--- src/rtl/glyph_pkg.sv ---
// Shared definitions for the glyph blitter: glyph codes, font geometry,
// FSM state encoding and the font bitmap lookup used to build the glyph ROM.
package glyph_pkg;

   localparam int GLYPH_W   = 8;
   localparam int GLYPH_H   = 16;
   localparam int FB_ADDR_W = 15;
   localparam int PIX_W     = 8;

   typedef enum logic [2:0] {
      GLYPH_G     = 3'd0,
      GLYPH_A     = 3'd1,
      GLYPH_M     = 3'd2,
      GLYPH_E     = 3'd3,
      GLYPH_O     = 3'd4,
      GLYPH_V     = 3'd5,
      GLYPH_R     = 3'd6,
      GLYPH_BLANK = 3'd7
   } glyph_code_t;

   typedef enum logic [2:0] {
      IDLE  = 3'd0,
      FETCH = 3'd1,
      WAIT  = 3'd2,
      WRITE = 3'd3,
      DONE  = 3'd4
   } blit_state_t;

   // Visible rows 2..11 of each glyph, row 2 in the top byte.
   localparam logic [79:0] FONT_G = 80'h3C42_4040_4E42_4246_3A00;
   localparam logic [79:0] FONT_A = 80'h1028_4444_7C44_4444_4400;
   localparam logic [79:0] FONT_M = 80'h4266_5A42_4242_4242_4200;
   localparam logic [79:0] FONT_E = 80'h7E40_4040_7C40_4040_7E00;
   localparam logic [79:0] FONT_O = 80'h3C42_4242_4242_4242_3C00;
   localparam logic [79:0] FONT_V = 80'h4242_4242_4242_2424_1800;
   localparam logic [79:0] FONT_R = 80'h7C42_4242_7C48_4442_4200;

   function automatic logic [7:0] glyph_row_bits(input logic [2:0] code,
                                                 input logic [3:0] row);
      logic [79:0] rows;
      logic [6:0]  sel;
      case (glyph_code_t'(code))
         GLYPH_G: rows = FONT_G;
         GLYPH_A: rows = FONT_A;
         GLYPH_M: rows = FONT_M;
         GLYPH_E: rows = FONT_E;
         GLYPH_O: rows = FONT_O;
         GLYPH_V: rows = FONT_V;
         GLYPH_R: rows = FONT_R;
         default: rows = '0;
      endcase
      if (row < 4'd2 || row > 4'd11) begin
         return 8'h00;
      end
      sel = 7'(8 * (11 - int'(row)));
      return rows[sel +: 8];
   endfunction

endpackage

--- src/rtl/glyph_blitter_if.sv ---
// Framebuffer write port: one pixel per beat, accepted on fb_we & fb_ready.
interface glyph_blitter_if;
   import glyph_pkg::*;

   logic [FB_ADDR_W-1:0] fb_addr;
   logic [PIX_W-1:0]     fb_wdata;
   logic                 fb_we;
   logic                 fb_ready;

   modport master (output fb_addr, output fb_wdata, output fb_we, input fb_ready);
   modport slave  (input fb_addr, input fb_wdata, input fb_we, output fb_ready);

endinterface

--- src/rtl/glyph_rom.sv ---
// 128x8 glyph bitmap ROM addressed by {code, row}, one-cycle registered read.
module glyph_rom
   import glyph_pkg::*;
(
   input  logic       clk,
   input  logic [6:0] addr,
   output logic [7:0] data
);

   logic [7:0] rom_mem [128];
   logic [7:0] data_reg;

   generate
      for (genvar gi = 0; gi < 128; gi++) begin : g_rom
         localparam logic [6:0] ENTRY = 7'(gi);
         assign rom_mem[gi] = glyph_row_bits(ENTRY[6:4], ENTRY[3:0]);
      end
   endgenerate

   always_ff @(posedge clk) begin
      data_reg <= rom_mem[addr];
   end

   assign data = data_reg;

endmodule

--- src/rtl/glyph_blitter.sv ---
// Draws a string of 8x16 glyphs into a framebuffer, one pixel slot per cycle,
// with clipping at the framebuffer edge and write backpressure.
module glyph_blitter
   import glyph_pkg::*;
#(
   parameter int FB_WIDTH  = 160,
   parameter int FB_HEIGHT = 120,
   parameter int MAX_CHARS = 10
) (
   input  logic                   clk,
   input  logic                   reset_n,
   input  logic                   start,
   input  logic [3:0]             str_len,
   input  logic [3*MAX_CHARS-1:0] char_codes,
   input  logic [7:0]             org_x,
   input  logic [6:0]             org_y,
   input  logic [7:0]             fg_color,
   input  logic                   transparent,
   glyph_blitter_if.master        fb,
   output logic                   busy,
   output logic                   done
);

   blit_state_t            state_reg;
   logic [3:0]             len_reg;
   logic [3*MAX_CHARS-1:0] codes_reg;
   logic [7:0]             org_x_reg;
   logic [6:0]             org_y_reg;
   logic [7:0]             fg_reg;
   logic                   transparent_reg;
   logic [3:0]             char_idx_reg;
   logic [3:0]             row_reg;
   logic [2:0]             col_reg;
   logic [7:0]             slice_reg;
   logic [FB_ADDR_W-1:0]   fb_addr_reg;
   logic [PIX_W-1:0]       fb_wdata_reg;
   logic                   fb_we_reg;
   logic                   busy_reg;
   logic                   done_reg;

   logic [2:0] code_arr [MAX_CHARS];
   logic [2:0] cur_code;
   logic [7:0] rom_data;
   logic [3:0] len_clamped;

   generate
      for (genvar gi = 0; gi < MAX_CHARS; gi++) begin : g_codes
         assign code_arr[gi] = codes_reg[3*gi +: 3];
      end
   endgenerate

   assign cur_code    = code_arr[char_idx_reg];
   assign len_clamped = (str_len > 4'(MAX_CHARS)) ? 4'(MAX_CHARS) : str_len;

   glyph_rom u_rom (
      .clk  (clk),
      .addr ({cur_code, row_reg}),
      .data (rom_data)
   );

   // Next pixel slot: column 0 straight from the ROM when leaving WAIT,
   // otherwise the following column of the latched row slice.
   logic [2:0]  px_col;
   logic [7:0]  px_slice;
   logic        px_bit;
   logic [10:0] px_x;
   logic [9:0]  px_y;
   logic        px_in;
   logic        px_we;
   logic [19:0] px_lin;
   logic [FB_ADDR_W-1:0] px_addr;
   logic [PIX_W-1:0]     px_wdata;

   always_comb begin
      px_col   = 3'(col_reg + 3'd1);
      px_slice = slice_reg;
      if (state_reg == WAIT) begin
         px_col   = 3'd0;
         px_slice = rom_data;
      end
      px_bit   = px_slice[3'd7 - px_col];
      px_x     = 11'(org_x_reg) + 11'({char_idx_reg, 3'b000}) + 11'(px_col);
      px_y     = 10'(org_y_reg) + 10'(row_reg);
      px_in    = (px_x < 11'(FB_WIDTH)) && (px_y < 10'(FB_HEIGHT));
      px_we    = px_in && (px_bit || !transparent_reg);
      px_lin   = 20'(px_y) * 20'(FB_WIDTH) + 20'(px_x);
      px_addr  = px_lin[FB_ADDR_W-1:0];
      px_wdata = px_bit ? fg_reg : '0;
   end

   always_ff @(posedge clk) begin
      if (!reset_n) begin
         state_reg       <= IDLE;
         len_reg         <= '0;
         codes_reg       <= '0;
         org_x_reg       <= '0;
         org_y_reg       <= '0;
         fg_reg          <= '0;
         transparent_reg <= 1'b0;
         char_idx_reg    <= '0;
         row_reg         <= '0;
         col_reg         <= '0;
         slice_reg       <= '0;
         fb_addr_reg     <= '0;
         fb_wdata_reg    <= '0;
         fb_we_reg       <= 1'b0;
         busy_reg        <= 1'b0;
         done_reg        <= 1'b0;
      end else begin
         case (state_reg)
            IDLE: begin
               done_reg  <= 1'b0;
               fb_we_reg <= 1'b0;
               if (start) begin
                  len_reg         <= len_clamped;
                  codes_reg       <= char_codes;
                  org_x_reg       <= org_x;
                  org_y_reg       <= org_y;
                  fg_reg          <= fg_color;
                  transparent_reg <= transparent;
                  char_idx_reg    <= '0;
                  row_reg         <= '0;
                  col_reg         <= '0;
                  if (str_len == 4'd0) begin
                     state_reg <= DONE;
                     done_reg  <= 1'b1;
                  end else begin
                     state_reg <= FETCH;
                     busy_reg  <= 1'b1;
                  end
               end
            end
            FETCH: begin
               state_reg <= WAIT;
            end
            WAIT: begin
               slice_reg    <= rom_data;
               col_reg      <= '0;
               fb_we_reg    <= px_we;
               fb_addr_reg  <= px_addr;
               fb_wdata_reg <= px_wdata;
               state_reg    <= WRITE;
            end
            WRITE: begin
               if (!fb_we_reg || fb.fb_ready) begin
                  if (col_reg != 3'(GLYPH_W - 1)) begin
                     col_reg      <= 3'(col_reg + 3'd1);
                     fb_we_reg    <= px_we;
                     fb_addr_reg  <= px_addr;
                     fb_wdata_reg <= px_wdata;
                  end else begin
                     fb_we_reg <= 1'b0;
                     col_reg   <= '0;
                     if (row_reg != 4'(GLYPH_H - 1)) begin
                        row_reg   <= 4'(row_reg + 4'd1);
                        state_reg <= FETCH;
                     end else if (4'(char_idx_reg + 4'd1) < len_reg) begin
                        char_idx_reg <= 4'(char_idx_reg + 4'd1);
                        row_reg      <= '0;
                        state_reg    <= FETCH;
                     end else begin
                        state_reg <= DONE;
                        busy_reg  <= 1'b0;
                        done_reg  <= 1'b1;
                     end
                  end
               end
            end
            DONE: begin
               done_reg  <= 1'b0;
               state_reg <= IDLE;
            end
            default: begin
               state_reg <= IDLE;
               busy_reg  <= 1'b0;
               done_reg  <= 1'b0;
               fb_we_reg <= 1'b0;
            end
         endcase
      end
   end

   assign fb.fb_addr  = fb_addr_reg;
   assign fb.fb_wdata = fb_wdata_reg;
   assign fb.fb_we    = fb_we_reg;
   assign busy        = busy_reg;
   assign done        = done_reg;

endmodule

--- src/flat_wrapper.sv ---
// flat-port wrapper written by rule: the top's interface ports become plain ports
module glyph_blitter_flat import glyph_pkg::*;
#(
   parameter int FB_WIDTH  = 160,
   parameter int FB_HEIGHT = 120,
   parameter int MAX_CHARS = 10
)
  (clk, reset_n, start, str_len, char_codes, org_x, org_y, fg_color, transparent, busy, done, fb_fb_addr, fb_fb_wdata, fb_fb_we, fb_fb_ready);
  glyph_blitter_if fb_i ();
  input  logic clk;
  input  logic reset_n;
  input  logic start;
  input  logic [3:0] str_len;
  input  logic [3*MAX_CHARS-1:0] char_codes;
  input  logic [7:0] org_x;
  input  logic [6:0] org_y;
  input  logic [7:0] fg_color;
  input  logic transparent;
  output logic busy;
  output logic done;
  output wire logic [$bits(fb_i.fb_addr)-1:0] fb_fb_addr;
  output wire logic [$bits(fb_i.fb_wdata)-1:0] fb_fb_wdata;
  output wire logic [$bits(fb_i.fb_we)-1:0] fb_fb_we;
  input wire logic [$bits(fb_i.fb_ready)-1:0] fb_fb_ready;
  assign fb_fb_addr = fb_i.fb_addr;
  assign fb_fb_wdata = fb_i.fb_wdata;
  assign fb_fb_we = fb_i.fb_we;
  assign fb_i.fb_ready = fb_fb_ready;
  glyph_blitter #(.FB_WIDTH(FB_WIDTH), .FB_HEIGHT(FB_HEIGHT), .MAX_CHARS(MAX_CHARS)) u_core (.clk(clk), .reset_n(reset_n), .start(start), .str_len(str_len), .char_codes(char_codes), .org_x(org_x), .org_y(org_y), .fg_color(fg_color), .transparent(transparent), .fb(fb_i), .busy(busy), .done(done));
endmodule
--- config.mk ---
export PLATFORM = sky130hd
export DESIGN_NAME = glyph_blitter_flat
export DESIGN_NICKNAME = d
export VERILOG_FILES = /design/src/rtl/glyph_pkg.sv /design/src/rtl/glyph_blitter_if.sv /design/src/rtl/glyph_rom.sv /design/src/rtl/glyph_blitter.sv /design/src/flat_wrapper.sv
export SDC_FILE = /design/constraint.sdc
export NUM_CORES = 1
export LEC_CHECK = 0
export BUFFER_PORTS_ARGS = -buffer_cell sky130_fd_sc_hd__clkbuf_2
export CAP_MARGIN = 20
export CORE_MARGIN = 8
export CORE_UTILIZATION = 40
export DETAILED_ROUTE_END_ITERATION = 16
export GPL_ROUTABILITY_DRIVEN = 1
export GPL_TIMING_DRIVEN = 0
export PLACE_DENSITY = 0.55
export SLEW_MARGIN = 20
export SYNTH_ARGS = -nofsm -noshare
export SYNTH_HDL_FRONTEND = slang
export SYNTH_HIERARCHICAL = 1
export SYNTH_SLANG_ARGS = --single-unit
export TNS_END_PERCENT = 30
--- constraint.sdc ---
create_clock -name clk -period 4.4 [get_ports clk]
set_clock_uncertainty 0.2 [all_clocks]
set_input_delay 0.88 -clock clk [delete_from_list [all_inputs] [get_ports clk]]
set_output_delay 0.88 -clock clk [all_outputs]
set_load 0.005 [all_outputs]
# After elaboration in Yosys (flattened, before gate mapping)
# Memory sizes are Yosys's and may differ from the RTL's. A register that Yosys moved wholly into a read port is not among the register bits.
# Index checks and enable logic that the tools add are counted.
[totals] elab_cells=129 n_memories=1 out_inout_bits=26 ff_bits=106 mem_bits_rw=0 mem_bits_ro=1024 latch_bits=0 inputBits=62
[mem_list] memory="(no name shown)" depth=128 word_bits=8 read_ports=1 rd_ports_with_merged_regs=1 write_ports=0 line="glyph_rom.sv:21" text="data_reg <= rom_mem[addr];"
[op_classes] n_lt_le_gt_ge=6 n_eq_ne=15 addsub=8 mul=1 bitwise=5 reduce_logical=23 div_mod_pow=0 mux=54 shifts=0
[op_table] operator="4-bit two-way mux" n=10
[op_table] operator="3-bit two-way mux" n=12
[op_table] operator="8-bit two-way mux" n=4
[op_table] operator="15-bit two-way mux" n=2
[op_table] operator="15-bit one-hot mux with 2 select lines" n=1
[op_table] operator="4-bit one-hot mux with 2 select lines" n=2
[op_table] operator="8-bit one-hot mux with 2 select lines" n=1
[op_table] operator="15-bit by 11-bit adder with 15-bit output" n=1
[op_table] operator="1-bit two-way mux" n=15
[op_table] operator="3-bit binary-select mux with 4-bit select" n=1
[op_table] operator="3-bit one-hot mux with 4 select lines" n=1
[op_table] operator="11-bit by 3-bit adder with 11-bit output" n=1
[op_table] operator="11-bit by 8-bit less-than comparator with 1-bit output (second input constant)" n=1
[op_table] operator="10-bit by 7-bit less-than comparator with 1-bit output (second input constant)" n=1
[op_table] operator="10-bit by 3-bit multiplier with 10-bit output (second input constant)" n=1
[op_table] operator="2-bit inequality test (second input constant)" n=5
[op_table] operator="5-bit AND reduction" n=2
[op_table] operator="8-bit by 7-bit adder with 9-bit output" n=1
[op_table] operator="1-bit one-hot mux with 3 select lines" n=3
[op_table] operator="3-bit one-hot mux with 3 select lines" n=1
[op_table] operator="3-bit AND reduction" n=3
[op_table] operator="4-bit by 1-bit adder with 4-bit output (second input constant)" n=2
[op_table] operator="7-bit by 4-bit adder with 8-bit output" n=1
[op_table] operator="7-bit inverter with 8-bit output" n=1
[op_table] operator="28 further kinds" n=39

# Longest topological paths before layout
# Gate-level depths: netlist of the first run.
[depth] depth_word=10 ltp_mapped=17 depth_no_buf=16

# Cells and area by module
# Netlist of the first run, hierarchy kept.
[modules_own_cells] module="glyph_blitter" instances=1 cells_each=681 seq_area_each_um2=2122.0 area_per_inst_um2=5635.4
[modules_own_cells] module="glyph_rom" instances=1 cells_each=100 seq_area_each_um2=120.1 area_per_inst_um2=730.7

# Worst setup path before layout of the first run
# No wires, ideal clock.
[synth_path] path_kind="register -> register" from="register u_core.state_reg[1]" to="register u_core.fb_addr_reg[12], in the netlist u_core/fb.fb_addr[12]" t_required_ns=4.114 setup_ns=0.086 slack_ns=0.396 path_stages_with_launch=18 path_buffers=2 synth_period_minus_slack_ns=4.004 arrival_ns=3.718 path_cell_list="dfxtp_1 or3b_1 buf_4 clkbuf_1 and2_1 ha_1 a21o_1 a31oi_4 o41ai_1 a21o_1 or2_0 and2_1 ha_1 a21o_1 a21oi_1 nor2_1 xor2_1 a211oi_1"
[synth_via] elab_chain_len=7 word_cells_on_any_way=12 cone_classes="add/sub (2); eq/ne (4); mux (4); reduce/logical (2)"
[synth_lines] item="from (decl)" line="glyph_blitter.sv:24" text="blit_state_t state_reg;"
[synth_lines] item="from (signal assigned)" line="glyph_blitter.sv:93" text="state_reg <= IDLE;"
[synth_lines] item="from (signal assigned)" line="glyph_blitter.sv:125" text="state_reg <= DONE;"
[synth_lines] item="from (signal assigned)" line="glyph_blitter.sv:128" text="state_reg <= FETCH;"
[synth_lines] item="3-bit by 2-bit equality test with 1-bit output" line="glyph_blitter.sv:77, glyph_blitter.sv:110"
[synth_lines] item="3-bit two-way mux" line="glyph_blitter.sv:77" text="if (state_reg == WAIT) begin"
[synth_lines] item="11-bit by 3-bit adder with 11-bit output" line="glyph_blitter.sv:82" text="px_x = 11'(org_x_reg) + 11'({char_idx_reg, 3'b000}) + 11'(px_col);"
[synth_lines] item="15-bit by 11-bit adder with 15-bit output" line="glyph_blitter.sv:86" text="px_lin = 20'(px_y) * 20'(FB_WIDTH) + 20'(px_x);"
[synth_lines] item="15-bit two-way mux" line="glyph_blitter.sv:146" text="if (col_reg != 3'(GLYPH_W - 1)) begin"
[synth_lines] item="15-bit two-way mux" line="glyph_blitter.sv:145" text="if (!fb_we_reg || fb.fb_ready) begin"
[synth_lines] item="15-bit one-hot mux with 2 select lines" line="glyph_blitter.sv:110" text="case (state_reg)"
[synth_lines] item="to (signal assigned)" line="glyph_blitter.sv:140" text="fb_addr_reg <= px_addr;"
[synth_lines] item="to (signal assigned)" line="glyph_blitter.sv:149" text="fb_addr_reg <= px_addr;"
[synth_lines] item="to (decl)" line="glyph_blitter.sv:35" text="logic [FB_ADDR_W-1:0] fb_addr_reg;"
# Several ways; a longest one is shown, not always the timed one. The select of a mux whose other input is x is not followed.
# A chain may end at the register's enable or synchronous reset.

# Worst setup path after layout of the first run
[layout_path] from="register u_core.state_reg[0]" to="register u_core.fb_addr_reg[14], in the netlist u_core/fb.fb_addr[14]"
# Same word-level chain as after synthesis.

==> metrics.cfg, run 1 <==
[routing]
routed_via_density=5.30
drc=0
finalWirelength_um=18300
drt_first_pass_iters=4
vias=5852
final_antenna_net_count=0
drtIter0Drc=309
drt-wirelength-per-cell_um=16.6

[logic_synthesis]
yosys_warnings=6
synth-edff-count=0
syn-cell-area_mm2=0.00637
synth_cell_type_count=79
async_reset_ff_frac=0
synth_cells=781
synth_ff_type=dfxtp_1
syn_area_per_cell_um2=8.15
synth-seq-cells=112
yosysSeqAreaShare=0.352

[power_and_ir_drop]
p_leak_nw=3.02
vdd_drop_max_mv=0.216
p_per_area_mw_per_mm2=342

[floorplan]
start_util=0.405
dieArea_mm2=0.0202
rows=46
die_w_um=142
core-area_mm2=0.0157
dieHeight_um=142
pin_count=88

[timing]
finalCritPeriodShare=0.968
layout_setup_ws_ns=0.143
drv_slew=0
fin_crit_ns=4.26
slew_headroom=0.500
finalSetupViolCount=0
tightest_slew_ns=0.751
fmax_mhz=235
hold_viol=0

[critical_path]
rr_worst_depth=17
r2r_start=u_core/state_reg[0]
required_ns=4.42
cp-start-kind=flip-flop
crit_arrival_ns=4.27
endpoint_kind=flip-flop
crit_fanout=10
r2r_slack_ns=0.14
rr_endpoint=u_core/fb.fb_addr[14]
critPathKind=reg -> reg

[placed_design]
place_inst=1085
place.gp.congestion=0.872
hpwl_um=14000
dp_slack_ns=-0.101
portBuffers=87

[finish]
area_growth_pct=17.3
final_common_cell=nand2_1
fin_nets=988
num_antenna_cells=0
instances_no_fill=1104
mostFrequentLayoutCells=nand2_1, dfxtp_1, a21oi_1
largest_register_ffs=30
drive_gt1_frac=0.200

[grt]
grt-ovfl-total=0
grt_pass1_wl_um=29400
first_global_vias=5728
grt_max_degree=20
track_usage=0.183
antenna_found_initial=0

[min_path]
hold_depth=2
hp-start=u_core/u_rom/data[3]
min_to=u_core/slice_reg[3]
hold_class=reg -> reg

[clock_tree]
cts_max_level=3
clock-sinks=112
clock_latency_ns=0.36
cts_root_buffer=clkbuf_16
clockBufferDepth=2
cts.clk_slew.worst_paths_ns=0.08
cts_tree=yes
cts_made_buffers=9

[outcome]
status=complete, no violations

[job]
drv_cap=0

==> cell type report <==
class | instances | area [um2]
Timing Repair Buffer | 91 | 465
Tap cell | 216 | 270
Multi-Input combinational cell | 599 | 3880
Sequential cell | 112 | 2250
Fill cell | 1581 | 8250
Clock inverter | 5 | 47.5
Clock buffer | 10 | 239
Inverter | 25 | 93.8
Buffer | 46 | 223
==> report_power, final <==
group          switching (mW)  internal (mW)
registers              0.0522           1.10
logic                   0.361          0.231
clock network           0.402          0.410
==> metrics by stage <==
step / hold WS (ns) / util / power [mW] / setup TNS [ns] / instance area [um2]
2_1_floorplan: 0.217 / - / 1.55 / 0 / 6370
6_report: 0.244 / 0.475 / 2.55 / 0 / 7470
4_1_cts: 0.252 / 0.469 / 2.57 / 0 / 7370
5_1_grt: 0.268 / 0.475 / 2.69 / -0.145 / 7470
3_5_place_dp: 0.241 / 0.450 / 1.74 / -0.293 / 7080
3_3_place_gp: 0.237 / 0.450 / 1.73 / -0.0573 / 7080
==> what timing repair did <==
action	CTS	global route
hold buffers	0	0
resized for setup	3	14
buffers inserted	0	4
cloned	0	0
pin swaps	0	3
setup endpoints to repair	6	6
==> logic make-up (layout without fill, tap and decap cells) <==
family / count (synthesis) / in the layout / share of synthesized area
simple gates: 305 / 305 / 0.223
compound gates: 208 / 208 / 0.208
flops: 112 / 112 / 0.352
buf+inv: 71 / 177 / 0.0495
fa+ha+maj: 43 / 43 / 0.0888
xor+xnor: 23 / 23 / 0.0328
mux: 18 / 18 / 0.0446
other cells: 1 / 2 / 0.000589
==> critical path, stage by stage, from the launching register on <==
cell     delay [ns]
dfxtp_1        0.36
or3b_1         0.39
buf_4          0.19
buf_2          0.18
and2_1         0.20
ha_1           0.28
a21o_1         0.22
a31oi_4        0.24
o41ai_2        0.12
a21o_1         0.20
or2_0          0.21
and2_1         0.21
ha_4           0.29
a21o_1         0.16
a21oi_2        0.09
nor4b_2        0.30
xnor2_1        0.19
a21oi_1        0.10
==> routing by layer <==
| metal | routed length, um | global-route usage | up-vias |
|---|---|---|---|
| li1 | - | - | 2943 |
| met1 | 8490 | 0.229 | 2772 |
| met2 | 8790 | 0.306 | 118 |
| met3 | 626 | 0.0356 | 19 |
| met4 | 367 | 0.0627 | 0 |
| met5 | 0 | 0 | - |
==> how the worst max path moves through the flow <==
stage / cells after the start / startpoint / slack (ns) / end
6_report: 17 / u_core/state_reg[0] / 0.14 / u_core/fb.fb_addr[14]
5_1_grt: 17 / u_core/state_reg[0] / -0.06 / u_core/fb.fb_addr[12]
4_1_cts: 17 / u_core/state_reg[1] / 0.00006 / u_core/fb.fb_addr[13]
3_5_place_dp: 17 / u_core/state_reg[1] / -0.10 / u_core/fb.fb_addr[12]
3_3_place_gp: 17 / u_core/state_reg[1] / -0.03 / u_core/fb.fb_addr[13]
2_1_floorplan: 17 / u_core/state_reg[1] / 0.40 / u_core/fb.fb_addr[12]
==> Yosys cell counts, drive strengths merged (7+ instances only) <==
cell type | number | area (um2)
nand2 | 165 | 619
dfxtp | 112 | 2240
a21oi | 102 | 522
nor2 | 47 | 179
ha | 38 | 475
o21ai | 28 | 140
inv | 25 | 93.8
clkbuf | 24 | 90.1
buf | 22 | 131
nand3 | 16 | 80.1
xnor2 | 16 | 148
a211oi | 13 | 103
nand2b | 11 | 68.8
a22oi | 9 | 67.6
and2 | 9 | 56.3
a21o | 8 | 60.1
a31oi | 8 | 65.1
mux4 | 8 | 180
nor3 | 8 | 45.0
mux2i | 7 | 70.1
nor2b | 7 | 43.8
xor2 | 7 | 61.3
Power figures use the tool's default switching activity.
==> run 2, diff against run 1 <==
CORE_MARGIN = 5   (was 8)
CTS_CLUSTER_DIAMETER = 40   (was not set)
==> run 2 against run 1 <==
  * Die area down 8.3%
  * Via count down 0.53%
  * Final cell count down 0.18%
  * Routed wire length down 3.1%
  * Largest cell class unchanged
  * Highest routed layer unchanged
==> metrics.cfg, run 2 (synthesized netlist as in run 1, its figures left out) <==
[power_and_ir_drop]
vdd_drop_max_mv=0.226  ; +4.7%
p_leak_nw=3.00  ; -0.72%
p_per_area_mw_per_mm2=341  ; -0.32%

[critical_path]
crit_fanout=10  ; unchanged
crit_arrival_ns=4.27  ; about the same
endpoint_kind=flip-flop
cp_cell_sequence=or3b_1 -> buf_4 -> clkbuf_4 -> and2_1 -> ha_1 -> a21o_1 -> a31oi_4 -> o41ai_1 -> a21o_1 -> or2_0 -> and2_1 -> ha_4 -> a21o_1 -> a21oi_4 -> nor3_2 -> xnor2_1 -> a211oi_2
worst_path_largest_cell_delay_ns=0.43  ; +0.04 ns
required_ns=4.42  ; about the same
critPathKind=reg -> reg
cp-start-kind=flip-flop
critPathSlowestCell=o41ai_1
worst_path_most_repeated_cell=a21o_1

[clock_tree]
cts_made_buffers=9  ; unchanged
postCtsHoldBufs=0  ; unchanged
clock-sinks=112  ; unchanged
cts_tree=yes
cts_max_level=3  ; unchanged
cts.clk_slew.worst_paths_ns=0.08  ; about the same
cts_root_buffer=clkbuf_16
clock_latency_ns=0.36  ; about the same
clockBufferDepth=2  ; unchanged

[grt]
grt_pass1_wl_um=28100  ; -4.3%
grt-ovfl-total=0  ; unchanged
track_usage=0.191  ; +0.00828
antenna_found_initial=0  ; unchanged
first_global_vias=5608  ; -2.1%
grt_max_degree=20  ; unchanged

[routing]
drtIter0Drc=253  ; -18%
drt-wirelength-per-cell_um=16.1  ; -2.9%
drc=0  ; unchanged
vias=5821  ; -0.53%
final_antenna_net_count=0  ; unchanged
drt_first_pass_iters=5  ; +1
finalWirelength_um=17700  ; -3.1%
routed_via_density=5.28  ; -0.35%

[timing]
tightest_slew_ns=0.770  ; +0.0195 ns
layout_setup_ws_ns=0.142  ; -0.000751 ns
slew_headroom=0.487  ; -0.0130
fin_crit_ns=4.26  ; +0.000751 ns
tns_ns=0  ; unchanged
fmax_mhz=235  ; about the same
hold_viol=0  ; unchanged
finalCritPeriodShare=0.968  ; about the same
rsz0062_at_grt=true
drv_slew=0  ; unchanged
finalSetupViolCount=0  ; unchanged

[floorplan]
dieHeight_um=136  ; -4.2%
dieArea_mm2=0.0185  ; -8.3%
pin_count=88  ; unchanged
start_util=0.404  ; -0.00148
die_w_um=136  ; -4.2%
rows=46  ; unchanged
core-area_mm2=0.0158  ; +0.37%

[finish]
area_growth_pct=16.7
final_common_cell=nand2_1
mostFrequentLayoutCells=nand2_1, dfxtp_1, a21oi_1
fin_nets=985  ; -0.30%
drive_gt1_frac=0.194  ; -0.00632
largest_register_ffs=30  ; unchanged
num_antenna_cells=0  ; unchanged

[min_path]
hold_class=reg -> reg

[placed_design]
place.gp.congestion=0.931  ; +6.7%
dp_slack_ns=-0.0623  ; +0.0386 ns
hpwl_um=13500  ; -3.7%
portBuffers=87  ; unchanged

[outcome]
status=complete, no violations

[job]
drv_cap=0  ; unchanged

-- run 2: worst paths after layout --
check                       startpoint                     to  slack [ns]  depth (start not counted)
setup / recovery   u_core/state_reg[0]  u_core/fb.fb_addr[13]        0.14                         17
hold / removal    u_core/u_rom/data[4]    u_core/slice_reg[4]        0.25                          2
setup reg to reg   u_core/state_reg[0]  u_core/fb.fb_addr[13]        0.14                         17
hold reg to reg   u_core/u_rom/data[4]    u_core/slice_reg[4]        0.25                          2
-- run 2: area by class of cell --
| type | count | area [um2] |
|---|---|---|
| Inverter | 25 | 93.8 |
| Fill cell | 1627 | 8340 |
| Timing Repair Buffer | 88 | 443 |
| Tap cell | 216 | 270 |
| Clock buffer | 11 | 233 |
| Buffer | 46 | 225 |
| Sequential cell | 112 | 2250 |
| Multi-Input combinational cell | 599 | 3870 |
| Clock inverter | 5 | 48.8 |
-- run 2: per-stage QoR --
stage	area (um2)	total power, mW	hold WS, ns	util	std cells
floorplan	6370	1.55	0.217	-	782
global placement	7080	1.73	0.237	0.449	1085
detailed placement	7080	1.74	0.243	0.449	1085
CTS	7360	2.54	0.254	0.467	1101
global route	7430	2.67	0.264	0.471	1102
finish	7430	2.53	0.246	0.471	1102
-- run 2: report_power, final --
part | internal (mW) | switching (mW) | total (mW)
logic | 0.227 | 0.359 | 0.586
registers | 1.10 | 0.0510 | 1.15
clock network | 0.398 | 0.401 | 0.799
-- run 2: repair_timing --
action                                 CTS  global route
setup endpoints to repair                5             6
setup buffers                            0             1
resized for setup                        2            14
endpoints found under the hold margin    0             0
pin swaps                                0             2
-- run 2: layer usage --
layer,GRT usage,up-vias,routed length (um)
met2,0.322,141,8470
met1,0.248,2721,8230
met5,0,-,0
li1,-,2935,-
met4,0.0594,0,327
met3,0.0344,24,682
-- run 2: critical path: cells and delay by family, from the launching register on --
kind | cells | cell delay, ns
AOI/OAI and AO/OA | 7 | 1.42
and+or+nand+nor | 5 | 0.97
adders and majority gates | 2 | 0.50
buffers and inverters | 2 | 0.39
DFF | 1 | 0.37
xor gates and xnor gates | 1 | 0.25
==> run 3, diff against run 2 <==
CORE_UTILIZATION = 46   (was 40)
PLACE_DENSITY = 0.62   (was 0.55)
SKIP_CTS_REPAIR_TIMING = 1   (was not set)
==> run 3 against run 2 <==
  * Non-clock buffer count is 1 higher
  * Sequential share of layout area is 0.15 points lower
  * Final cell count is 3.2% lower
  * Sequential power hardly changed
  * Count of clock-buffer cells in the layout is 2 lower
  * Routed wire length is 1.1% lower
  * Fmax is 1.3% higher
  * Global-route usage is 2.3 points higher
  * Clock power is 16% higher
  * Die area is 12% lower
  * Via count is 2.4% higher
  * Critical endpoint is now u_core/fb.fb_addr[14]
==> metrics.cfg, run 3 (synthesized netlist as in run 1, its figures left out) <==
[outcome]
status=complete, no violations

[clock_tree]
cts_max_level=3  ; unchanged
cts_tree=yes
cts.clk_slew.worst_paths_ns=0.08  ; about the same
cts_root_buffer=clkbuf_16
cts_made_buffers=9  ; unchanged
clock_latency_ns=0.36  ; about the same
clock-sinks=112  ; unchanged
clockBufferDepth=2  ; unchanged

[critical_path]
crit_arrival_ns=4.24  ; -0.03 ns
critPathKind=reg -> reg
crit_fanout=10  ; unchanged
cp-start-kind=flip-flop
required_ns=4.43  ; about the same
endpoint_kind=flip-flop

[floorplan]
core-area_mm2=0.0137  ; -13%
dieArea_mm2=0.0163  ; -12%
dieHeight_um=128  ; -6.3%
start_util=0.464  ; +0.0603
die_w_um=128  ; -6.3%
rows=43  ; -6.5%
pin_count=88  ; unchanged

[routing]
final_antenna_net_count=0  ; unchanged
vias=5958  ; +2.4%
drc=0  ; unchanged
drt_first_pass_iters=5  ; unchanged
finalWirelength_um=17500  ; -1.1%
drtIter0Drc=381  ; +51%
routed_via_density=5.58  ; +5.7%
drt-wirelength-per-cell_um=16.4  ; +2.2%

[grt]
track_usage=0.214  ; +0.0234
first_global_vias=5686  ; +1.4%
use_met2=0.365  ; +0.0435
grt.busiest_layer=met2
grt_max_degree=21  ; +5.0%
grt-ovfl-total=0  ; unchanged
grt_pass1_wl_um=28200  ; +0.44%
grt_util_met3=0.0301  ; -0.00432
grt_use_met1=0.278  ; +0.0298
antenna_found_initial=0  ; unchanged

[timing]
hold_ws_ns=0.250  ; +0.00361 ns
finalCritPeriodShare=0.955  ; -0.0122
tightest_slew_ns=0.725  ; -0.0451 ns
finalSetupViolCount=0  ; unchanged
drv_slew=0  ; unchanged
layout_setup_ws_ns=0.196  ; +0.0537 ns
fmax_mhz=238  ; +1.3%
slew_headroom=0.517  ; +0.0301
fin_crit_ns=4.20  ; -0.0537 ns
hold_viol=0  ; unchanged

[min_path]
hold_class=reg -> reg

[power_and_ir_drop]
vdd_drop_max_mv=0.224  ; -1.1%
p_per_area_mw_per_mm2=356  ; +4.5%
pwr-share-comb=0.220  ; -0.011
p_leak_nw=3.05  ; +1.7%
p_int_mw=1.84  ; +6.7%
seq_power_share=0.432  ; -0.021
clkPwrFrac=0.348  ; +0.032
p_sw_frac=0.309  ; -0.0110
power.net_switching_mw=0.822  ; +1.4%

[finish]
n_fill_cell=1332  ; -18%
num_antenna_cells=0  ; unchanged
final_common_cell=nand2_1
fin_nets=986  ; +0.10%
area_growth_pct=17.3
largest_register_ffs=30  ; unchanged
fin_util=0.544  ; +0.0729
instances_no_fill=1067  ; -3.2%
final_area_mm2=0.00746  ; +0.45%
mostFrequentLayoutCells=nand2_1, dfxtp_1, a21oi_1
drive_gt1_frac=0.196  ; +0.00204

[placed_design]
dp_slack_ns=-0.0476  ; +0.0147 ns
place.gp.congestion=0.918  ; -1.4%
portBuffers=87  ; unchanged
place_inst=1049  ; -3.3%
dpl-instance-area_mm2=0.00703  ; -0.64%
hpwl_um=13300  ; -1.3%

[job]
drv_cap=0  ; unchanged

-- run 3: cell type report --
| class | count | area [um2] | share of cell area |
|---|---|---|---|
| sequential | 112 | 2240 | 0.301 |
| tap | 180 | 225 | 0.0302 |
| buffer | 46 | 223 | 0.0298 |
| timing repair buffer | 89 | 450 | 0.0603 |
| clock buffer | 9 | 225 | 0.0302 |
| inverter | 25 | 93.8 | 0.0126 |
| multi-input combinational | 599 | 3890 | 0.521 |
| clock inverter | 7 | 111 | 0.0149 |
-- run 3: worst paths after layout --
kind	from	endpoint	slack, ns	cells after the start
worst max register to register	u_core/state_reg[1]	u_core/fb.fb_addr[14]	0.20	17
worst min-delay path	u_core/u_rom/data[1]	u_core/slice_reg[1]	0.25	2
worst min register to register	u_core/u_rom/data[1]	u_core/slice_reg[1]	0.25	2
worst max-delay path	u_core/state_reg[1]	u_core/fb.fb_addr[14]	0.20	17
-- run 3: stage by stage --
step | power [mW] | TNS (ns)
floorplan | 1.55 | 0
global placement | 1.72 | -0.0323
detailed placement | 1.74 | -0.0950
CTS | 2.66 | -0.320
global route | 2.79 | -0.00344
finish | 2.66 | 0
-- run 3: power by group through the flow --
stage	Clock [mW]	Combinational, mW	Sequential (mW)
CTS	0.937	0.570	1.15
floorplan	0	0.392	1.16
finish	0.925	0.585	1.15
detailed placement	0	0.565	1.17
global placement	0	0.553	1.17
global route	0.977	0.651	1.16
-- run 3: critical path, stage by stage, from the launching register on --
cell     delay, ns
dfxtp_1       0.38
or3b_1        0.36
buf_4         0.19
buf_2         0.19
and2_1        0.20
ha_1          0.27
a21o_1        0.22
a31oi_4       0.22
o41ai_2       0.10
a21o_1        0.20
or2_0         0.21
and2_1        0.21
ha_4          0.30
a21o_1        0.19
a21oi_4       0.08
nor4b_2       0.30
xnor2_1       0.17
a21oi_1       0.09
-- run 3: per-layer routing --
layer,up-vias,wire length (um)
li1,2940,-
met1,2811,7720
met2,174,8520
met3,33,904
met4,0,371
met5,-,0
